## config.mk

```make
export PLATFORM = sky130hd
export DESIGN_NAME = nn_inference_driver
export DESIGN_NICKNAME = d
export VERILOG_FILES = /design/src/rtl/nn_drv_pkg.sv /design/src/rtl/nn_argmax_scan.sv /design/src/rtl/nn_inference_driver.sv
export SDC_FILE = /design/constraint.sdc
export NUM_CORES = 1
export LEC_CHECK = 0
export CELL_PAD_IN_SITES_DETAIL_PLACEMENT = 2
export CELL_PAD_IN_SITES_GLOBAL_PLACEMENT = 2
export CORE_UTILIZATION = 31
export DETAILED_ROUTE_END_ITERATION = 10
export PLACE_DENSITY = 0.77
export SLEW_MARGIN = 25
export SYNTH_ARGS = -nofsm -noshare
export SYNTH_HDL_FRONTEND = slang
export SYNTH_HIERARCHICAL = 1
export SYNTH_SLANG_ARGS = --single-unit
```

## constraint.sdc

```tcl
create_clock -name clk -period 2.65 [get_ports clk]
set_input_delay 0.53 -clock clk [delete_from_list [all_inputs] [get_ports clk]]
set_output_delay 0.53 -clock clk [all_outputs]
set_load 0.01 [all_outputs]
```

## src/rtl/nn_drv_pkg.sv

```systemverilog
// nn_drv_pkg: shared types and sign-magnitude helpers for the inference driver
package nn_drv_pkg;
  typedef enum logic [2:0] {LOAD, START, WAIT, SCAN, OUT} state_t;
  localparam int SM_MAG_W = 31;
  typedef struct packed {
    logic sign;
    logic [SM_MAG_W-1:0] mag;
  } sm_t;
  function automatic int class_w(input int n);
    return n > 1 ? $clog2(n) : 1;
  endfunction
  localparam int CW = class_w(1);
  function automatic logic sm_gt(input sm_t a, input sm_t b);
    logic an;
    logic bn;
    an = a.sign && a.mag != '0;
    bn = b.sign && b.mag != '0;
    return an != bn ? bn : (an ? a.mag < b.mag : a.mag > b.mag);
  endfunction
endpackage

```

## src/rtl/nn_argmax_scan.sv

```systemverilog
// nn_argmax_scan: captures the network outputs and walks them one per cycle keeping the sign-magnitude maximum
module nn_argmax_scan
  import nn_drv_pkg::*;
#(
  parameter int BIT_WIDTH   = 9,
  parameter int NUM_OUTPUTS = 1,
  parameter int CLS_W       = 1
) (
  input  logic                                   clk,
  input  logic                                   rst,
  input  logic                                   start_i,
  input  logic [NUM_OUTPUTS-1:0][BIT_WIDTH-1:0]  outputs_i,
  output logic                                   busy_o,
  output logic                                   done_o,
  output logic [CLS_W-1:0]                       class_o,
  output logic [BIT_WIDTH-1:0]                   score_o
);
  logic [NUM_OUTPUTS-1:0][BIT_WIDTH-1:0] bank_q;
  logic [CLS_W-1:0] idx_q;
  logic [CLS_W-1:0] cls_q;
  logic [BIT_WIDTH-1:0] score_q;
  logic [BIT_WIDTH-1:0] cur;
  logic busy_q, done_q, last, take;
  sm_t cand, best;
  assign cur = bank_q[idx_q];
  assign cand = {cur[BIT_WIDTH-1], SM_MAG_W'(cur[BIT_WIDTH-2:0])};
  assign best = {score_q[BIT_WIDTH-1], SM_MAG_W'(score_q[BIT_WIDTH-2:0])};
  assign last = idx_q == CLS_W'(NUM_OUTPUTS - 1);
  // element 0 seeds the max; later ones replace it only when strictly greater, so ties keep the lowest index
  assign take = idx_q == '0 || sm_gt(cand, best);
  assign busy_o = busy_q;
  assign done_o = done_q;
  assign class_o = cls_q;
  assign score_o = score_q;
  // capture bank on start, then one comparison per busy cycle
  always_ff @(posedge clk or negedge rst) begin
    if (!rst) begin
      bank_q  <= '0;
      idx_q   <= '0;
      busy_q  <= 1'b0;
      done_q  <= 1'b0;
      cls_q   <= '0;
      score_q <= '0;
    end else begin
      busy_q <= start_i || (busy_q && !last);
      done_q <= busy_q && last;
      idx_q  <= start_i ? '0 : busy_q ? idx_q + CLS_W'(1) : idx_q;
      if (start_i) bank_q <= outputs_i;
      if (busy_q && take) begin
        cls_q   <= idx_q;
        score_q <= cur;
      end
    end
  end
endmodule

```

## src/rtl/nn_inference_driver.sv

```systemverilog
// nn_inference_driver: loads an input vector, runs the network via start/done, returns the argmax class (NN_DRV_TIMEOUT_EN adds a done watchdog)
module nn_inference_driver
  import nn_drv_pkg::*;
#(
  parameter int FRACTION_WIDTH = 4,
  parameter int BIT_WIDTH      = 9,
  parameter int NUM_INPUTS     = 2,
  parameter int NUM_OUTPUTS    = 1,
  parameter int TIMEOUT_CYCLES = 1024
) (
  input  logic                                             clk,
  input  logic                                             rst,
  input  logic                                             in_valid,
  output logic                                             in_ready,
  input  logic [BIT_WIDTH-1:0]                             in_data,
  input  logic                                             in_last,
  output logic                                             nn_start,
  input  logic                                             nn_done,
  output logic [NUM_INPUTS-1:0][BIT_WIDTH-1:0]             nn_inputs,
  input  logic [NUM_OUTPUTS-1:0][BIT_WIDTH-1:0]            nn_outputs,
  output logic                                             res_valid,
  input  logic                                             res_ready,
  output logic [class_w(NUM_OUTPUTS)-1:0]                  res_class,
  output logic [BIT_WIDTH-1:0]                             res_score,
  output logic                                             err_len,
  output logic                                             err_timeout
);
  localparam int IW = class_w(NUM_INPUTS);
  localparam int CLS_W = class_w(NUM_OUTPUTS);
  state_t state_q, state_d;
  logic [IW-1:0] idx_q, idx_d;
  logic [NUM_INPUTS-1:0][BIT_WIDTH-1:0] vec_q;
  logic err_len_q, err_len_d, accept, scan_start, scan_busy, scan_done, timeout_hit;
  assign in_ready = state_q == LOAD && !scan_busy && rst;
  assign accept = in_valid && in_ready;
  assign nn_start = state_q == START;
  assign res_valid = state_q == OUT;
  assign nn_inputs = vec_q;
  assign err_len = err_len_q;
  assign scan_start = state_q == WAIT && nn_done;
  nn_argmax_scan #(
    .BIT_WIDTH  (BIT_WIDTH),
    .NUM_OUTPUTS(NUM_OUTPUTS),
    .CLS_W      (CLS_W)
  ) u_scan (
    .clk      (clk),
    .rst      (rst),
    .start_i  (scan_start),
    .outputs_i(nn_outputs),
    .busy_o   (scan_busy),
    .done_o   (scan_done),
    .class_o  (res_class),
    .score_o  (res_score)
  );
`ifdef NN_DRV_TIMEOUT_EN
  localparam int TW = class_w(TIMEOUT_CYCLES);
  logic [TW-1:0] wcnt_q;
  logic err_to_q;
  assign timeout_hit = state_q == WAIT && !nn_done && wcnt_q == TW'(TIMEOUT_CYCLES - 1);
  assign err_timeout = err_to_q;
  // watchdog counts WAIT cycles from zero and clears everywhere else
  always_ff @(posedge clk or negedge rst) begin
    if (!rst) begin
      wcnt_q   <= '0;
      err_to_q <= 1'b0;
    end else begin
      wcnt_q   <= state_q == WAIT ? wcnt_q + TW'(1) : '0;
      err_to_q <= timeout_hit;
    end
  end
`else
  assign timeout_hit = 1'b0;
  assign err_timeout = 1'b0;
`endif
  // next state, element index and length-error pulse
  always_comb begin
    state_d = state_q;
    idx_d = idx_q;
    err_len_d = 1'b0;
    case (state_q)
      LOAD: if (accept) begin
        if (idx_q == IW'(NUM_INPUTS - 1)) begin
          state_d = START;
          idx_d = '0;
          err_len_d = !in_last;
        end else begin
          idx_d = in_last ? '0 : idx_q + IW'(1);
          err_len_d = in_last;
        end
      end
      START: state_d = WAIT;
      WAIT: state_d = nn_done ? SCAN : timeout_hit ? LOAD : WAIT;
      SCAN: state_d = scan_done ? OUT : SCAN;
      OUT: state_d = res_ready ? LOAD : OUT;
      default: state_d = LOAD;
    endcase
  end
  // state, index and input vector registers; the vector only changes while loading
  always_ff @(posedge clk or negedge rst) begin
    if (!rst) begin
      state_q   <= LOAD;
      idx_q     <= '0;
      vec_q     <= '0;
      err_len_q <= 1'b0;
    end else begin
      state_q   <= state_d;
      idx_q     <= idx_d;
      err_len_q <= err_len_d;
      if (accept) vec_q[idx_q] <= in_data;
    end
  end
endmodule

```

# Word level (Yosys, flattened, before mapping)
# Index checks and enable logic that the tools add are counted.
dict set report classes {
  n_lt_le_gt_ge 5
  n_div 0
  mux 19
  addsub 2
  n_mul 0
  n_bitwise 1
  shift 0
  n_reduce_logical 20
  eq_ne 7
}
# operator count
set op_table {}
lappend op_table {{31-bit nonzero test} 2}
lappend op_table {{18-bit bitwise mux} 1}
lappend op_table {{9-bit 2-to-1 mux} 2}
lappend op_table {{3-bit one-hot mux with 5 select lines} 1}
lappend op_table {{3-bit 2-to-1 mux} 4}
lappend op_table {{1-bit logical AND} 10}
lappend op_table {{1-bit 2-to-1 mux} 10}
lappend op_table {{9-bit demux with 1-bit select} 1}
lappend op_table {{8-bit greater-than comparator} 1}
lappend op_table {{8-bit < comparator} 1}
lappend op_table {{3-bit by 2-bit equality test with 1-bit output, second input constant} 2}
lappend op_table {{2-bit inequality test, second input constant} 2}
lappend op_table {{2-bit AND reduction} 2}
lappend op_table {{3-bit by 1-bit equality test with 1-bit output, second input constant} 1}
lappend op_table {{3-bit equality test, second input constant} 1}
lappend op_table {{3-bit zero test} 1}
lappend op_table {{1-bit adder, second input constant} 2}
lappend op_table {{1-bit zero test} 2}
lappend op_table {{1-bit logical OR} 2}
lappend op_table {{1-bit by 2-bit < comparator with 1-bit output, second input constant} 1}
lappend op_table {{2-bit nonzero test} 1}
lappend op_table {{1-bit >= comparator, second input constant} 1}
lappend op_table {{1-bit < comparator, second input constant} 1}
lappend op_table {{1-bit inequality test} 1}
lappend op_table {{1-bit inverter} 1}
dict set report word_totals {
  word_cells 65
  input_bits 24
  ram_bits 0
  out_inout_bits 33
  latchBits 0
  rom_bits 0
  register_bits 45
  memories 0
}

# Longest topological paths before layout
dict set report logic_depth {
  word_depth 8
  ltp_mapped 9
  mapped_depth_nobuf 8
}

# By module
# Netlist, hierarchy kept.
# module cells_per_inst n_inst area_each_um2
set by_module_without_submodules {}
lappend by_module_without_submodules {nn_argmax_scan 145 1 1317.5}
lappend by_module_without_submodules {nn_inference_driver 70 1 1001.0}

# Worst setup path before layout
# Ideal clock, no wire load.
dict set report synth_path {
  path_kind {flip-flop to flip-flop}
  startpoint {reg u_scan.score_q[7], in the netlist u_scan/score_o[7]}
  endpoint {reg u_scan.cls_q, in the netlist u_scan/class_o}
  arrival_time_ps 2150
  setup_time_ps 121
  synth_period_minus_slack_ps 2271
  slack_ps 379
  path_buffers 1
  stages_incl_launch_ff 10
  cell_sequence {dfrtp_1 inv_1 ha_1 nand4_1 nor2_1 inv_1 a222oi_1 buf_6 nor3_2 o22a_1}
}
dict set report synth_between {
  elab_chain_len 6
  elab_cells_between_ends 9
}
# item line
set synth_lines {}
lappend synth_lines {{start, declared} nn_argmax_scan.sv:21} ;# logic [BIT_WIDTH-1:0] score_q;
lappend synth_lines {{start signal, assigned} nn_argmax_scan.sv:51} ;# score_q <= cur;
lappend synth_lines {{parallel branches: the longest is 3 deep, another holds 8-bit greater-than comparator} --}
lappend synth_lines {{1-bit 2-to-1 mux (*)} nn_drv_pkg.sv:18} ;# return an != bn ? bn : (an ? a.mag < b.mag : a.mag > b.mag);
lappend synth_lines {{1-bit logical OR (*)} nn_argmax_scan.sv:30} ;# assign take = idx_q == '0 || sm_gt(cand, best);
lappend synth_lines {{1-bit logical AND (*)} nn_argmax_scan.sv:49} ;# if (busy_q && take) begin
lappend synth_lines {{end signal, assigned} nn_argmax_scan.sv:50} ;# cls_q <= idx_q;
lappend synth_lines {{end, declared} nn_argmax_scan.sv:20} ;# logic [CLS_W-1:0] cls_q;
# Mark *: on every way between the ends.
# A chain may end at the register's enable or synchronous reset.

# Worst setup path after layout
dict set report layout_path {
  startpoint {reg u_scan.score_q[1], in the netlist u_scan/score_o[1]}
  endpoint {reg u_scan.score_q[2], in the netlist u_scan/score_o[2]}
}
dict set report layout_between {
  elab_chain_len 6
  elab_cells_between_ends 9
}
# item line
set layout_lines {}
lappend layout_lines {{parallel branches: the longest is 3 deep, another holds 8-bit greater-than comparator} --}
lappend layout_lines {{1-bit 2-to-1 mux (*)} nn_drv_pkg.sv:18}
lappend layout_lines {{1-bit logical OR (*)} nn_argmax_scan.sv:30}
lappend layout_lines {{1-bit logical AND (*)} nn_argmax_scan.sv:49}
# Marked as above.

==> metrics.md <==
| Metric | Value |
|---|---|
| Wirelength per Cell | `roughly 17 µm` |
| Number of search-and-repair iterations in the first detailed-routing pass | `4` |
| Total I/O pin count | `between 50 and 60` |
| Synth-to-layout area growth | `34.05%` |
| Horizontal extent of the die | `about 88 µm` |
| Sequential-to-total area share from yosys stat | `between 40% and 50%` |
| Fraction of synthesized area in multiplexers | `around an eighth` |
| Sequential cell area in the final layout | `about 1100 µm²` |
| Slowest Stage Delay on Critical Path | `around 0.45 ns` |
| Initial Utilization | `about a third` |
| Post-route clock period utilization | `roughly nine tenths` |
| Placeable core area | `around 7300 µm²` |
| Share of synthesized cell area in and, or, nand and nor gates | `between 20% and 30%` |
| CTS hold repair buffers | `0` |
| Worst-case register-to-register setup slack | `roughly 0.26 ns` |
| Aggregate global-route resource usage | `about 18%` |
| Wire length of the first global-routing pass | `around 11 mm` |
| Final core utilization | `42.85%` |
| Insertion delay of the later-clocked pin in the worst-skew pair | `approximately 0.3 ns` |
| Fin Clk Skew | `just under 0.01 ns` |
| Diode insertion count for antenna repair | `0` |
| Tightest Pin Transition | `~0.58 ns` |
| Clock tree from TritonCTS | `built` |
| Fillers | `~780` |
| Via Count | `between 1.5k and 2k` |
| Final nets | `between 300 and 400` |
| Number of hold violations in the final report | `0` |
| Cell types occupying the most area after synthesis | `sky130_fd_sc_hd__dfrtp_1 (49%), sky130_fd_sc_hd__mux2_2 (13%), sky130_fd_sc_hd__ha_1 (4.9%)` |
| Setup repair after global routing missed its margin | `no` |
| Quantity of I/O buffers inserted on ports | `between 50 and 60` |
| Post-synthesis compound-gate area fraction | `about 8.4%` |
| Initial antenna violation count | `0` |
| Minimum setup slack in the final design | `about 0.26 ns` |
| Critical path data required time | `between 2 and 3 ns` |
| Number of vias per cell after detailed routing | `5.027` |
| Post_cts resized | `0` |
| Yosys top cell area share | `between 40% and 50%` |
| Footprint of the multi-input gates | `1097 µm²` |
| Area of placed instances | `between 3000 and 4000 µm²` |
| Chain of cells forming the critical path | `inv_1, ha_1, nor2b_1, o211ai_1, a21oi_1, o211a_1, buf_4, or3_2, nand3_1` |
| Kind of start point of the critical path | `flip-flop` |
| Top FF cell, synth | `sky130_fd_sc_hd__dfrtp_1` |
| Min Clock Period, post-route | `between 2 and 2.5 ns` |
| Synth async-reset ratio | `100.0%` |
| Final-report max-slew violation count | `0` |
| Status | `finished, final reports clean` |
| CTS max path bufs | `2` |
| CP max FO | `9` |
| Deepest level of the CTS H-tree | `2` |
| Via count of the first global-routing pass | `2101` |
| Reg clk slew, reported paths | `0.10 ns` |
| Maximum resistive drop on vdd | `roughly 400 µV` |
| Average cell area after synthesis | `~11 µm²` |
| Number of synthesized flops with an enable pin | `0` |
| Xor and xnor area share after synthesis | `less than 1%` |
| Peak clock frequency supported by timing | `approximately 420 MHz` |
| Setup_tns | `0 ns` |
| Adder-cell area share of the yosys netlist | `under 10%` |
| Count of placed standard cells in the final layout, fillers left out | `between 300 and 400` |
| Chip Height | `88.48 µm` |
| Number of sinks handled by clock tree synthesis | `between 40 and 50` |
| Synth unique cells | `40` |
| Crit path kind | `flip-flop to flip-flop` |
| Antenna-violating nets left | `0` |
| Post-CTS setup buffer count | `0` |
| Rows | `31` |
| Combinational family with the most area after synthesis | `simple AND/OR/NAND/NOR gates` |
| Final Total Pwr | `3.858 mW` |
| Endpoint arrival time on the critical path | `about 2.6 ns` |
| HPWL after detailed placement | `roughly 4.7 mm` |
| Total routed wirelength | `6.276 mm` |
| Buffers & Inverters on Critical Path | `2` |
| Inst Count DP | `~370` |
| Setup violations, final | `0` |
| Power Density | `between 1000 and 1500 nW/µm²` |
| Design area | `3108 µm²` |
| Synthesized instance count | `around 220` |
| Element type at the critical path end | `flip-flop` |
| Net count of the mapped netlist | `~250` |
| Library cell occupying the most area in the post-synthesis netlist | `sky130_fd_sc_hd__dfrtp_1` |
| Post-placement worst setup slack | `~0.28 ns` |
| Hold_ws | `about 0.33 ns` |
| Slowest cell on the critical path | `sky130_fd_sc_hd__or3_2` |
| Count of yosys warnings during synthesis | `6` |
| Placer congestion estimate | `approximately 0.73` |
| Leakage Power | `1.331 nW` |
| Worst slew margin | `roughly 60%` |
| Count of state elements after synthesis | `45` |
| Share of final-layout standard cells stronger than drive strength 1 | `around a fifth` |
| Number of design rule violations left after detail routing | `0` |
| Syn Std Cell Area | `2318 µm²` |
| Area enclosed by the die boundary | `between 7000 and 8000 µm²` |
| Top cell family by delay on the critical path | `simple AND/OR/NAND/NOR gates` |
| Max cap viols | `0` |
| Cell at the root of the clock tree | `sky130_fd_sc_hd__clkbuf_8` |
| Number of violations reported at the end of detailed-routing iteration 0 | `79` |
| CTS Buf Count | `5` |
| Maximum number of pins on one net before global-route repair | `between 40 and 50` |
| Total congestion overflow | `0` |
| Class of the tightest hold or removal check | `primary input to asynchronous set/reset pin` |
-- per-layer routing --
| layer | up-vias | track usage [%] | wire (µm) |
|---|---|---|---|
| met5 | - | 0 | 0 |
| met4 | 0 | 3.959 | 42 |
| met3 | 4 | 3.451 | 323 |
| met2 | 52 | 32.52 | 3095 |
| met1 | 945 | 22.40 | 2815 |
| li1 | 894 | - | - |
-- registers in the layout, indices dropped and copies added, names as in the netlist --
signal / count
u_scan/busy_o: 1
u_scan/idx_q: 1
idx_q: 1
u_scan/done_o: 1
err_len: 1
u_scan/score_o: 9
u_scan/class_o: 1
nn_inputs: 18
state_q: 3
u_scan/bank_q: 9
-- path summary, 6_finish.rpt --
path,start,end,cells after the start
worst max-delay path,u_scan/score_o[1],u_scan/score_o[2],9
worst min-delay path,rst,err_len,2
worst max register to register,u_scan/score_o[1],u_scan/score_o[2],9
worst min register to register,u_scan/class_o,u_scan/class_o,1
max in group asynchronous,rst,u_scan/bank_q[0],2
min in group clk,u_scan/class_o,u_scan/class_o,1
-- power by group --
group | switching (mW) | total (mW) | internal, mW | leakage [nW]
registers | 0.325 | 1.34 | 1.01 | 0.551
clock network | 0.259 | 0.447 | 0.188 | 0.0445
logic | 1.00 | 2.07 | 1.07 | 0.736
-- cell families after synthesis --
kind of cell               count (synthesis)
buffers and inverters                     22
DFF                                       45
AOI/OAI and AO/OA                         31
xor gates and xnor gates                   1
muxes                                     26
and+or+nand+nor                           80
other                                      1
adders and majority gates                  9
-- cell type report --
type,count,share of cell area [%]
clock inverters,3,0.6844
clock buffers,5,2.214
multi-input cells,148,35.31
flip-flops and latches,45,36.23
inverters,14,1.691
repair buffers,63,19.89
well taps,99,3.986
-- cell usage after synthesis, drive strengths merged (2+ instances only) --
master / n
o21ai: 11
clkbuf: 5
or4: 2
nand4: 4
a31oi: 7
dfrtp: 45
buf: 3
or3: 7
and2b: 2
ha: 9
and2: 3
nand2: 25
nor2: 7
nand3: 16
mux2: 26
nor4: 4
inv: 14
a21oi: 5
a222oi: 3
nor2b: 2
nor3: 3
-- layout by cell type, fill, tap and decap left out, types with 2 or more instances in the layout --
cell type and instances:
sky130_fd_sc_hd__a21oi_1 5, sky130_fd_sc_hd__a222oi_1 3, sky130_fd_sc_hd__a31oi_1 7, sky130_fd_sc_hd__and2_1 3, sky130_fd_sc_hd__and2b_1 2, sky130_fd_sc_hd__buf_4 7, sky130_fd_sc_hd__clkbuf_8 5, sky130_fd_sc_hd__clkdlybuf4s50_1 54
sky130_fd_sc_hd__dfrtp_1 45, sky130_fd_sc_hd__ha_1 9, sky130_fd_sc_hd__inv_1 14, sky130_fd_sc_hd__mux2_2 26, sky130_fd_sc_hd__nand2_1 25, sky130_fd_sc_hd__nand3_1 16, sky130_fd_sc_hd__nand4_1 2, sky130_fd_sc_hd__nand4_4 2
sky130_fd_sc_hd__nor2_1 7, sky130_fd_sc_hd__nor2b_1 2, sky130_fd_sc_hd__nor4_1 2, sky130_fd_sc_hd__nor4_2 2, sky130_fd_sc_hd__o21ai_0 11, sky130_fd_sc_hd__or3_2 7
-- worst register-to-register path, stage by stage (launching register included) --
cell	delay (ns)
sky130_fd_sc_hd__dfrtp_1	0.44
sky130_fd_sc_hd__inv_1	0.08
sky130_fd_sc_hd__ha_1	0.31
sky130_fd_sc_hd__nor2b_1	0.13
sky130_fd_sc_hd__o211ai_1	0.19
sky130_fd_sc_hd__a21oi_1	0.10
sky130_fd_sc_hd__o211a_1	0.34
sky130_fd_sc_hd__buf_4	0.21
sky130_fd_sc_hd__or3_2	0.45
sky130_fd_sc_hd__nand3_1	0.09
(Power assumes the default switching activity.)
